===== src/rtl/clint_pkg.sv =====
// clint_pkg: shared constants, FSM encoding and byte-lane helper for the CLINT.
// Latency: n/a (declarations only).
// Backpressure: n/a.
package clint_pkg;

   // Word offsets decoded from adr_i[4:2]
   localparam logic [2:0] MSIP        = 3'd0;
   localparam logic [2:0] MTIMECMP_LO = 3'd2;
   localparam logic [2:0] MTIMECMP_HI = 3'd3;
   localparam logic [2:0] MTIME_LO    = 3'd4;
   localparam logic [2:0] MTIME_HI    = 3'd5;

   // mtimecmp resets to all ones so the timer interrupt stays quiet until programmed
   localparam logic [63:0] MTIMECMP_RST = 64'hFFFF_FFFF_FFFF_FFFF;

   typedef enum logic {
      IDLE = 1'b0,
      ACK  = 1'b1
   } state_t;

   // Replace only the byte lanes selected by sel
   function automatic logic [31:0] byte_merge(input logic [31:0] old_w,
                                              input logic [31:0] new_w,
                                              input logic [3:0]  sel);
      logic [31:0] res;
      res = old_w;
      for (int i = 0; i < 4; i++) begin
         if (sel[i]) res[8*i +: 8] = new_w[8*i +: 8];
      end
      return res;
   endfunction

endpackage


===== src/rtl/clint_mtime.sv =====
// clint_mtime: prescaler plus 64-bit mtime counter with byte-lane writable halves.
// Latency: a write is visible on mtime_o the next cycle; increments every TICK_DIVIDER cycles.
// Backpressure: none; writes are accepted every cycle they are presented.
// Ports: clk_i/rst_i (sync, active-high), we_lo_i/we_hi_i per-half write enables,
//        sel_i byte lanes, wdata_i write data, mtime_o current counter value.
module clint_mtime
   import clint_pkg::*;
#(
   parameter int TICK_DIVIDER = 1
) (
   input  logic        clk_i,
   input  logic        rst_i,
   input  logic        we_lo_i,
   input  logic        we_hi_i,
   input  logic [3:0]  sel_i,
   input  logic [31:0] wdata_i,
   output logic [63:0] mtime_o
);

   localparam logic [15:0] PRESC_MAX = 16'(TICK_DIVIDER - 1);

   logic [15:0] presc_q, presc_d;
   logic [63:0] mtime_q, mtime_d;
   logic        tick;

   always_comb begin
      tick    = (presc_q == PRESC_MAX);
      presc_d = tick ? 16'd0 : presc_q + 16'd1;
      mtime_d = mtime_q;
      // A write to either half suppresses this cycle's increment for the whole
      // counter; the prescaler keeps running regardless.
      if (we_lo_i || we_hi_i) begin
         if (we_lo_i) mtime_d[31:0]  = byte_merge(mtime_q[31:0],  wdata_i, sel_i);
         if (we_hi_i) mtime_d[63:32] = byte_merge(mtime_q[63:32], wdata_i, sel_i);
      end else if (tick) begin
         mtime_d = mtime_q + 64'd1;
      end
   end

   always_ff @(posedge clk_i) begin
      if (rst_i) begin
         presc_q <= 16'd0;
         mtime_q <= 64'd0;
      end else begin
         presc_q <= presc_d;
         mtime_q <= mtime_d;
      end
   end

   assign mtime_o = mtime_q;

endmodule


===== src/rtl/clint.sv =====
// clint: strobe/ack bus responder holding msip, mtimecmp and mtime; drives timer/software irqs.
// Latency: ack_o one cycle after stb_i is sampled in IDLE; timer_interrupt registered (1 cycle).
// Backpressure: none; at most one access every 2 cycles, stb_i ignored while acking.
// Ports: clk_i, rst_i (sync, active-high); stb_i/we_i/adr_i/data_i/sel_i request;
//        data_o/ack_o response; timer_interrupt, software_interrupt to the core.
module clint
   import clint_pkg::*;
#(
   parameter int TICK_DIVIDER = 1
) (
   input  logic        clk_i,
   input  logic        rst_i,
   input  logic        stb_i,
   input  logic        we_i,
   input  logic [31:0] adr_i,
   input  logic [31:0] data_i,
   input  logic [3:0]  sel_i,
   output logic [31:0] data_o,
   output logic        ack_o,
   output logic        timer_interrupt,
   output logic        software_interrupt
);

   state_t      state_q, state_d;
   logic        ack_q, ack_d;
   logic [31:0] data_q, data_d;
   logic        msip_q, msip_d;
   logic [63:0] mtimecmp_q, mtimecmp_d;
   logic        tint_q, tint_d;

   logic [2:0]  off;
   logic        wr;
   logic        mt_we_lo, mt_we_hi;
   logic [63:0] mtime;
   logic [31:0] rd_val;
   logic        unused_adr;

   assign off        = adr_i[4:2];
   assign unused_adr = ^{adr_i[31:5], adr_i[1:0]};

   // Accesses only start in IDLE; the strobe still high during ACK belongs to
   // the access already being acknowledged.
   assign wr       = (state_q == IDLE) && stb_i && we_i;
   assign mt_we_lo = wr && (off == MTIME_LO);
   assign mt_we_hi = wr && (off == MTIME_HI);

   clint_mtime #(
      .TICK_DIVIDER (TICK_DIVIDER)
   ) u_mtime (
      .clk_i   (clk_i),
      .rst_i   (rst_i),
      .we_lo_i (mt_we_lo),
      .we_hi_i (mt_we_hi),
      .sel_i   (sel_i),
      .wdata_i (data_i),
      .mtime_o (mtime)
   );

   always_comb begin
      rd_val = 32'd0;
      case (off)
         MSIP:        rd_val = {31'd0, msip_q};
         MTIMECMP_LO: rd_val = mtimecmp_q[31:0];
         MTIMECMP_HI: rd_val = mtimecmp_q[63:32];
         MTIME_LO:    rd_val = mtime[31:0];
         MTIME_HI:    rd_val = mtime[63:32];
         default:     rd_val = 32'd0;
      endcase
   end

   always_comb begin
      state_d    = state_q;
      ack_d      = 1'b0;
      data_d     = 32'd0;
      msip_d     = msip_q;
      mtimecmp_d = mtimecmp_q;
      tint_d     = (mtime >= mtimecmp_q);

      case (state_q)
         IDLE: begin
            if (stb_i) begin
               state_d = ACK;
               ack_d   = 1'b1;
               if (!we_i) data_d = rd_val;
            end
         end
         ACK: state_d = IDLE;
         default: state_d = IDLE;
      endcase

      if (wr) begin
         case (off)
            MSIP:        if (sel_i[0]) msip_d = data_i[0];
            MTIMECMP_LO: mtimecmp_d[31:0]  = byte_merge(mtimecmp_q[31:0],  data_i, sel_i);
            MTIMECMP_HI: mtimecmp_d[63:32] = byte_merge(mtimecmp_q[63:32], data_i, sel_i);
            default: ;
         endcase
      end
   end

   always_ff @(posedge clk_i) begin
      if (rst_i) begin
         state_q    <= IDLE;
         ack_q      <= 1'b0;
         data_q     <= 32'd0;
         msip_q     <= 1'b0;
         mtimecmp_q <= MTIMECMP_RST;
         tint_q     <= 1'b0;
      end else begin
         state_q    <= state_d;
         ack_q      <= ack_d;
         data_q     <= data_d;
         msip_q     <= msip_d;
         mtimecmp_q <= mtimecmp_d;
         tint_q     <= tint_d;
      end
   end

   assign ack_o              = ack_q;
   assign data_o             = data_q;
   assign timer_interrupt    = tint_q;
   assign software_interrupt = msip_q;

endmodule


===== config.mk =====
export PLATFORM = sky130hd
export DESIGN_NAME = clint
export DESIGN_NICKNAME = d
export VERILOG_FILES = /design/src/rtl/clint_pkg.sv /design/src/rtl/clint_mtime.sv /design/src/rtl/clint.sv
export SDC_FILE = /design/constraint.sdc
export NUM_CORES = 1
export LEC_CHECK = 0
export BUFFER_PORTS_ARGS = -buffer_cell sky130_fd_sc_hd__buf_4
export CAP_MARGIN = 15
export CELL_PAD_IN_SITES_DETAIL_PLACEMENT = 1
export CELL_PAD_IN_SITES_GLOBAL_PLACEMENT = 1
export CORE_MARGIN = 3
export CORE_UTILIZATION = 46
export CTS_BUF_LIST = sky130_fd_sc_hd__clkbuf_4
export DETAILED_ROUTE_END_ITERATION = 8
export PLACE_DENSITY_LB_ADDON = 0.3
export SLEW_MARGIN = 10
export SYNTH_ARGS = -nofsm -noshare
export SYNTH_HDL_FRONTEND = slang
export SYNTH_SLANG_ARGS = --single-unit

===== constraint.sdc =====
create_clock -name clk_i -period 2.57 [get_ports clk_i]
set_input_delay 0.257 -clock clk_i [delete_from_list [all_inputs] [get_ports clk_i]]
set_output_delay 0.257 -clock clk_i [all_outputs]
set_load 0.05 [all_outputs]

==> results.md, run 1 <==
- The die covers 25100 um2.
- The kind of critical path is reg2reg.
- After synthesis the netlist holds a flip-flop and latch count of between 150 and 200.
- Detailed placement ended at an HPWL of 29400 um.
- The transition time at the pin with the least slew margin is 0.686 ns.
- The routed layout has 11.6k vias.
- The CTS buffer count is 17.
- The area added between synthesis and finish is 18.4%.
- Of the synthesized area, sequential elements account for 0.335.
- Of the post-synthesis cell area, the dominant cell type holds 0.335.
- Counting the fill cells in the layout gives ~2.8k.
- The share of total power dissipated in the clock network is 0.317.
- Derived from the worst setup path, the maximum achievable clock frequency is about 400 MHz.
- The deepest level of the CTS H-tree is 4.
- The peak ir drop on the vdd network is 0.282 mV.
- Measured against its own limit, the worst slew margin works out to 0.543.
- The completed layout was analyzed and its total power is just over 0.005 W.
- In this run the power density over the cells is 402 nW/um2.
- The final weighted congestion of routability-driven global placement is between 0.9 and 1.
- Sorting the synthesized cells by how often they occur yields sky130_fd_sc_hd__nand2_1, sky130_fd_sc_hd__dfxtp_1, sky130_fd_sc_hd__nor2_1, sky130_fd_sc_hd__a21oi_1, sky130_fd_sc_hd__inv_1.
- The distinct cell type count of the synthesized netlist is 74.
- Of the total power, the share spent switching nets is 0.313.
- For this block, the initial DRC count from the detailed router was 998.
- After clock tree synthesis, the clock-pin slew on the worst setup and hold paths is 0.16 ns.
- The number of global-route vias before repair came to 11.7k.
- By area the synthesized netlist is led by sky130_fd_sc_hd__dfxtp_1, sky130_fd_sc_hd__ha_1, sky130_fd_sc_hd__nand2_1, sky130_fd_sc_hd__a21oi_1, sky130_fd_sc_hd__a22oi_1.
- The synthesized area per cell is 7.72 um2.
- The floorplan has 55 rows.
- The cell with the most instances after synthesis is sky130_fd_sc_hd__nand2_1.
- The reported max-cap violation count is 0.
- The total count of max-transition violations in the final report is 0.
- Of all flip-flops after synthesis, the portion carrying an async set or reset was 0.
- The worst hold path passes through 4 cells.
- The relative contribution of combinational cells to total power is 0.118.
- Global routing finished with a remaining overflow of 0.
- The clock tree from TritonCTS is done.
- The launching element type of the critical path is a flip-flop.
- In the global route stage, overall resource usage came out at 0.325.
- The most frequently used flop master after synthesis is sky130_fd_sc_hd__dfxtp_1.
- The detail route stage leaves a number of antenna-violating nets equal to 0.
- The number of buffer cells added on primary ports is 77.
- The share of total power dissipated in sequential elements is 0.565.
- Entering global routing, the biggest net connects 58 pins.
- Across the routed clock network, the largest skew measured is about 0.023 ns.
- 107 I/O pins were placed.
- The worst setup path is captured at a flip-flop.
- During synthesis, Yosys emitted a total of 0 warnings.
- Hold timing on the final database bottoms out at a slack of 0.122 ns.
- Cell internal power was estimated by the tool at 0.00349 W.
- After floorplanning, the core was sized to cover 22700 um2.
- Setup violations remaining at the end of the flow were counted as 0.
- Counting flops with a built-in enable in the synthesized netlist gives 0.
- The detail-routed via count per cell is 6.35.
- The DRC violations left is 0.
- The type of the worst min-delay path is in2reg.
- The placement-stage worst setup slack is about 0.083 ns.
- The initial core utilization is 0.470.
- The number of buffers added for setup after CTS is 0.
- The run finished with clean final reports.
- Of the cells placed in the final design, the portion with a size suffix greater than 1 is 0.153.
- The synthesized design spends more area on one cell type than any other, namely sky130_fd_sc_hd__dfxtp_1.
- The floorplan step set the die height to 158 um.
- The total count of hold-check failures in the final report is 0.
- Counting cells, the worst reg-to-reg path comes to 6.
- The total detailed-routing wirelength is between 40000 and 50000 um.
- The width of the chip is 158 um.
- The data arrival time of the critical path is 2.96 ns.
- Dividing the detail-routed wire length by the instance count gives 22.2 um.
- Of the available clock period, the critical path in the final layout requires 0.961.
- In the final layout, the multi-input gates occupy 6560 um2.
- The first global-routing pass estimated approximately 64000 um of wire.
- Setup total negative slack on the finished layout was measured at 0 ns.
- The final worst setup slack is approximately 0.10 ns.
- The longest clock path from root to sink contains 2 buffers.
- For the worst-skew pair, the clock arrives at the later sink with an insertion delay of 0.61 ns.
- The tree built by TritonCTS fans out to 179 sinks.
- The master cell of the clock root buffer is sky130_fd_sc_hd__clkbuf_4.
- The cell area that synthesis handed to floorplanning was 10700 um2.
- At the end of the flow, the number of nets in the layout was 1662.
- The synthesized net count is 1523.
- The initial antenna violation count is 1.
- The number of detailed-routing iterations run before antenna repair is 5.
- The minimum period implied by the final worst setup slack is 2.47 ns.
- The cell count after synthesis is between 1k and 1.5k.
- The sequential cells in the finished layout cover a total of 3590 um2.
- The analysis attributes to cell leakage a power of 5.74 nW.
- The critical-path maximum fanout is 7.
- In this run the power spent charging and discharging nets is 0.00159 W.
- Data on the critical path is required at its endpoint by 3.06 ns.
-- state kept, by name (all words and copies together) (netlist names) --
signal / cells
data_o: 32
u_mtime.presc_q: 16
timer_interrupt: 1
u_mtime.mtime_o: 64
mtimecmp_q: 64
state_q: 1
software_interrupt: 1
-- layer usage --
metal | share of wire | wire length (um) | up-vias | GRT usage
met2 | 0.47 | 19000 | 445 | 0.531
li1 | - | - | 5324 | -
met4 | 0.036 | 1440 | 0 | 0.132
met5 | 0 | 0 | - | 0
met1 | 0.43 | 17200 | 5723 | 0.430
met3 | 0.069 | 2790 | 79 | 0.0503
-- cell families (layout without fill, tap and decap cells) --
logic type | count (synthesis) | in the layout | synth area share
AO/OA/AOI/OAI | 366 | 366 | 0.225
XOR/XNOR | 14 | 14 | 0.0115
adder cells (fa/ha/maj) | 67 | 67 | 0.0785
buffers and inverters | 154 | 306 | 0.0589
flip-flops | 179 | 179 | 0.335
multiplexers | 6 | 6 | 0.00562
other | 0 | 1 | 0
AND/OR/NAND/NOR | 598 | 598 | 0.285
-- cell usage in the layout (no fill, tap or decap), types with 10 or more instances in the layout --
cell type,netlist,final
sky130_fd_sc_hd__a211o_1,18,18
sky130_fd_sc_hd__a211oi_1,10,10
sky130_fd_sc_hd__a21o_1,21,21
sky130_fd_sc_hd__a21oi_1,109,107
sky130_fd_sc_hd__a22oi_1,71,71
sky130_fd_sc_hd__a31oi_1,10,10
sky130_fd_sc_hd__and3_1,31,31
sky130_fd_sc_hd__buf_4,0,167
sky130_fd_sc_hd__clkbuf_4,0,17
sky130_fd_sc_hd__dfxtp_1,179,177
sky130_fd_sc_hd__dlygate4sd3_1,0,34
sky130_fd_sc_hd__ha_1,67,67
sky130_fd_sc_hd__inv_1,72,72
sky130_fd_sc_hd__nand2_1,207,206
sky130_fd_sc_hd__nand3_1,49,49
sky130_fd_sc_hd__nand3b_1,50,50
sky130_fd_sc_hd__nand4_1,41,41
sky130_fd_sc_hd__nor2_1,112,110
sky130_fd_sc_hd__nor3_1,27,27
sky130_fd_sc_hd__nor4_1,19,16
sky130_fd_sc_hd__o21ai_0,51,50
sky130_fd_sc_hd__o31ai_1,19,18
-- per-stage QoR --
stage / instances / cell area [um2] / utilization
after global routing: 1822 / 12700 / 0.557
after CTS: 1821 / 12600 / 0.554
final: 1822 / 12700 / 0.557
after global placement: 1755 / 12000 / 0.528
after detailed placement: 1755 / 12000 / 0.528
after floorplan: 1384 / 10700 / -
-- worst max-delay path, stage by stage, from the launching register on --
cell and delay, ns:
sky130_fd_sc_hd__dfxtp_1 0.50, sky130_fd_sc_hd__nand2_1 0.15, sky130_fd_sc_hd__or4_4 0.56, sky130_fd_sc_hd__or4_4 0.60
sky130_fd_sc_hd__nor4_4 0.24, sky130_fd_sc_hd__mux2i_1 0.23, sky130_fd_sc_hd__o22ai_1 0.10
-- power by group through the flow --
stage | combinational [W] | sequential (W) | clock (W)
3_5_place_dp | 0.000544 | 0.00293 | 0
3_3_place_gp | 0.000525 | 0.00293 | 0
2_1_floorplan | 0.000269 | 0.00295 | 0
5_1_grt | 0.000650 | 0.00288 | 0.00177
4_1_cts | 0.000589 | 0.00287 | 0.00166
6_report | 0.000602 | 0.00287 | 0.00161
-- final timing paths --
check	startpoint	to	slack (ns)
max	u_mtime.mtime_o[14]$_SDFFE_PP0P_	u_mtime.mtime_o[59]$_SDFFE_PP0P_	0.1
min	sel_i[1]	u_mtime.mtime_o[45]$_SDFFE_PP0P_	0.12
max reg2reg	u_mtime.mtime_o[14]$_SDFFE_PP0P_	u_mtime.mtime_o[59]$_SDFFE_PP0P_	0.1
min reg2reg	mtimecmp_q[57]$_SDFFE_PP1P_	mtimecmp_q[57]$_SDFFE_PP1P_	0.50
-- cell type report --
| cell class | count | share of cell area |
|---|---|---|
| Clock inverter | 15 | 0.0110 |
| Clock buffer | 17 | 0.0101 |
| Sequential cell | 179 | 0.283 |
| Inverter | 72 | 0.0214 |
| Multi-Input combinational cell | 1051 | 0.518 |
| Antenna cell | 1 | 0.000198 |
| Tap cell | 285 | 0.0282 |
| Timing Repair Buffer | 202 | 0.128 |
-- timing repair --
| item | 4_1_cts | 5_1_grt |
|---|---|---|
| hold endpoints to repair | 78 | 0 |
| resized for setup | 0 | 14 |
| hold buffers | 34 | 0 |
| setup endpoints to repair | 0 | 26 |
Power figures use the tool's default switching activity.
==> inputs of run 2 (changes only) <==
BUFFER_PORTS_ARGS = unset   (was -buffer_cell sky130_fd_sc_hd__buf_4)
CORE_UTILIZATION = 49   (was 46)
DONT_BUFFER_PORTS = 1   (was unset)
==> results.md, run 2 (synthesis gave the netlist of run 1 again) <==
- The top cell types in the final layout, fill and taps aside, are sky130_fd_sc_hd__nand2_1, sky130_fd_sc_hd__dfxtp_1, sky130_fd_sc_hd__nor2_1, sky130_fd_sc_hd__a21oi_1, sky130_fd_sc_hd__buf_4.
- TritonCTS built the clock tree.
- The initial antenna violation count is 1.
- The worst hold slack is between 0.02 and 0.025 ns.
- The sequential cells in the finished layout cover a total of 3590 um2.
- After layout, the minimum clock period comes to 2.51 ns.
- The number of global-route vias before repair is between 10k and 15k.
- The routed design has about 42000 um of wire.
- On the final layout, the worst clock skew is about 0.028 ns.
- The final cycle utilization of the critical path is 0.977.
- Along the worst path, the maximum fanout reaches 9.
- The routed wirelength normalized by instance count is 24.0 um.
- The deepest level of the CTS H-tree is 4.
- The first global-routing pass estimated around 66000 um of wire.
- Summing all placed instances gives a cell area of 11300 um2.
- The clock input transition at the sequential cells of the worst setup and hold paths is 0.16 ns.
- For the pin with the worst max-slew slack, the measured transition is around 0.68 ns.
- The pin count of the biggest net entering global routing is about 140.
- The data required time at the worst endpoint is 3.11 ns.
- The floorplan die area is ~24000 um2.
- The headroom to the max-slew limit is 0.549.
- The overall die height is 154 um.
- The first TritonRoute pass finished after 7 iterations.
- The number of sinks driven by the clock tree is 179.
- STA classifies the critical path startpoint as a flip-flop.
- The area added between synthesis and finish is 13.4%.
- The aggregate global routing overflow is 0.
- With fillers left out, the area of the finished cells amounts to about 12000 um2.
- Dividing total power by cell area gives a power density of roughly 420 nW/um2.
- Across every metal layer, demand over resource in global routing totals 0.347.
- The number of top-level pins is 107.
- At the later pin of the worst-skew pair, clock insertion delay measures just over 0.6 ns.
- The longest clock path from root to sink contains 2 buffers.
- The worst setup path is of the reg2reg kind.
- The total count of max-transition violations in the final report is 0.
- The net count of the finished layout is ~1.6k.
- The total count of hold-check failures in the final report was 0.
- Row generation in the floorplan step produced 53 rows.
- The checks that failed: design-rule violations.
- The share of final-layout standard cells stronger than drive strength 1 is 0.103.
- The number of routed nets with antenna violations is 0.
- The initial utilization of the core area, before any placement, comes to 0.503.
- The data arrival time of the critical path is 3.05 ns.
- After detailed routing, the number of vias per cell comes to 6.65.
- The final weighted congestion of routability-driven global placement is 0.902.
- The run finished, with violations left.
- Counting the fill cells in the layout gives 2636.
- The worst-case IR drop observed on VDD is 0.277 mV.
- In this run the worst hold path is classified as in2reg.
- The count of final setup violators is 0.
- The multi-input logic area is 6550 um2.
- The number of buffer cells added on primary ports is 0.
- For this block, the initial DRC count from the detailed router was 1234.
- The detailed placement HPWL is about 29000 um.
- Derived from the worst setup path, the maximum achievable clock frequency is 398 MHz.
- The DRC violations left is 1.
- The library cell used most frequently in the layout, excluding fill and tap cells, is sky130_fd_sc_hd__nand2_1.
- The cell sitting at the root of the clock tree is a sky130_fd_sc_hd__clkbuf_4.
- In this run the static leakage power is 5.36 nW.
- The width of the chip is 154 um.
- Max-cap violations in this run came to 0.
- The CTS buffer count is 17.
- The area of the core is roughly 21000 um2.
- The total number of vias is 11.6k.
- The endpoint kind of the worst setup timing path is a flip-flop.
==> run 2: changes by cell type in the layout (fill, tap and decap cells not counted), moves of 2 or more <==
cell                            change
sky130_fd_sc_hd__buf_4             -80
sky130_fd_sc_hd__nor4_1             -2
sky130_fd_sc_hd__a21oi_1            +2
sky130_fd_sc_hd__inv_8              -2
sky130_fd_sc_hd__dlygate4sd3_1      +6
sky130_fd_sc_hd__clkinv_2           +2
sky130_fd_sc_hd__a21oi_2            -2
sky130_fd_sc_hd__nor4_2             +2
==> run 2: final timing paths <==
path              cells after the start  slack (ns)                        startpoint                          endpoint
hold / removal                        4        0.02                          adr_i[2]              data_o[0]$_SDFF_PP0_
hold reg to reg                       2        0.50       mtimecmp_q[54]$_SDFFE_PP1P_       mtimecmp_q[54]$_SDFFE_PP1P_
setup / recovery                      7        0.06  u_mtime.mtime_o[23]$_SDFFE_PP0P_  u_mtime.mtime_o[49]$_SDFFE_PP0P_
setup reg to reg                      7        0.06  u_mtime.mtime_o[23]$_SDFFE_PP0P_  u_mtime.mtime_o[49]$_SDFFE_PP0P_
==> run 2: metrics by stage <==
step	total power, W	TNS, ns	util	instances	setup WS [ns]
after CTS	0.00507	0	0.568	1735	0.0245
after global placement	0.00331	0	0.534	1662	0.222
after floorplan	0.00322	0	-	1384	0.146
after detailed placement	0.00333	0	0.534	1662	0.103
after global routing	0.00525	-0.0214	0.571	1738	-0.0128
final	0.00510	0	0.571	1738	0.0596
==> run 2: timing repair <==
item | CTS | global route
endpoints found under the setup margin | 0 | 28
setup buffers | 0 | 2
resized for setup | 0 | 11
hold endpoints to repair | 132 | 0
hold buffers | 41 | 0
==> run 2: report_power, final <==
part | internal [W] | leakage, nW | total, W | switching (W)
Sequential | 0.00282 | 1.45 | 0.00290 | 0.0000762
Clock | 0.000509 | 0.149 | 0.00168 | 0.00117
Combinational | 0.000200 | 3.76 | 0.000513 | 0.000314
Total | 0.00353 | 5.36 | 0.00510 | 0.00156
==> run 2: critical path, cell delays in order, from the launching register on <==
cell and delay [ns]:
sky130_fd_sc_hd__dfxtp_1 0.60, sky130_fd_sc_hd__nand4_1 0.31, sky130_fd_sc_hd__nor2_1 0.42, sky130_fd_sc_hd__and4_1 0.41, sky130_fd_sc_hd__buf_4 0.24, sky130_fd_sc_hd__nand4_1 0.12
sky130_fd_sc_hd__a21o_1 0.21, sky130_fd_sc_hd__a21oi_1 0.13
==> run 2: area by class of cell <==
class | count | area share
clock buffers | 17 | 0.0105
repair buffers | 128 | 0.0893
multi-input cells | 1051 | 0.541
clock inverters | 15 | 0.0123
diodes | 1 | 0.000207
well taps | 275 | 0.0284
flip-flops and latches | 179 | 0.296
inverters | 72 | 0.0223
==> run 2: routing by layer <==
metal  track usage  up-vias  routed length (um)  part of all wire
met5             0        -                   0                 0
met4         0.119        0                1440             0.035
met3        0.0566      114                3040             0.073
met2         0.584      540               19700              0.47
met1         0.453     5727               17500              0.42
li1              -     5182                   -                 -
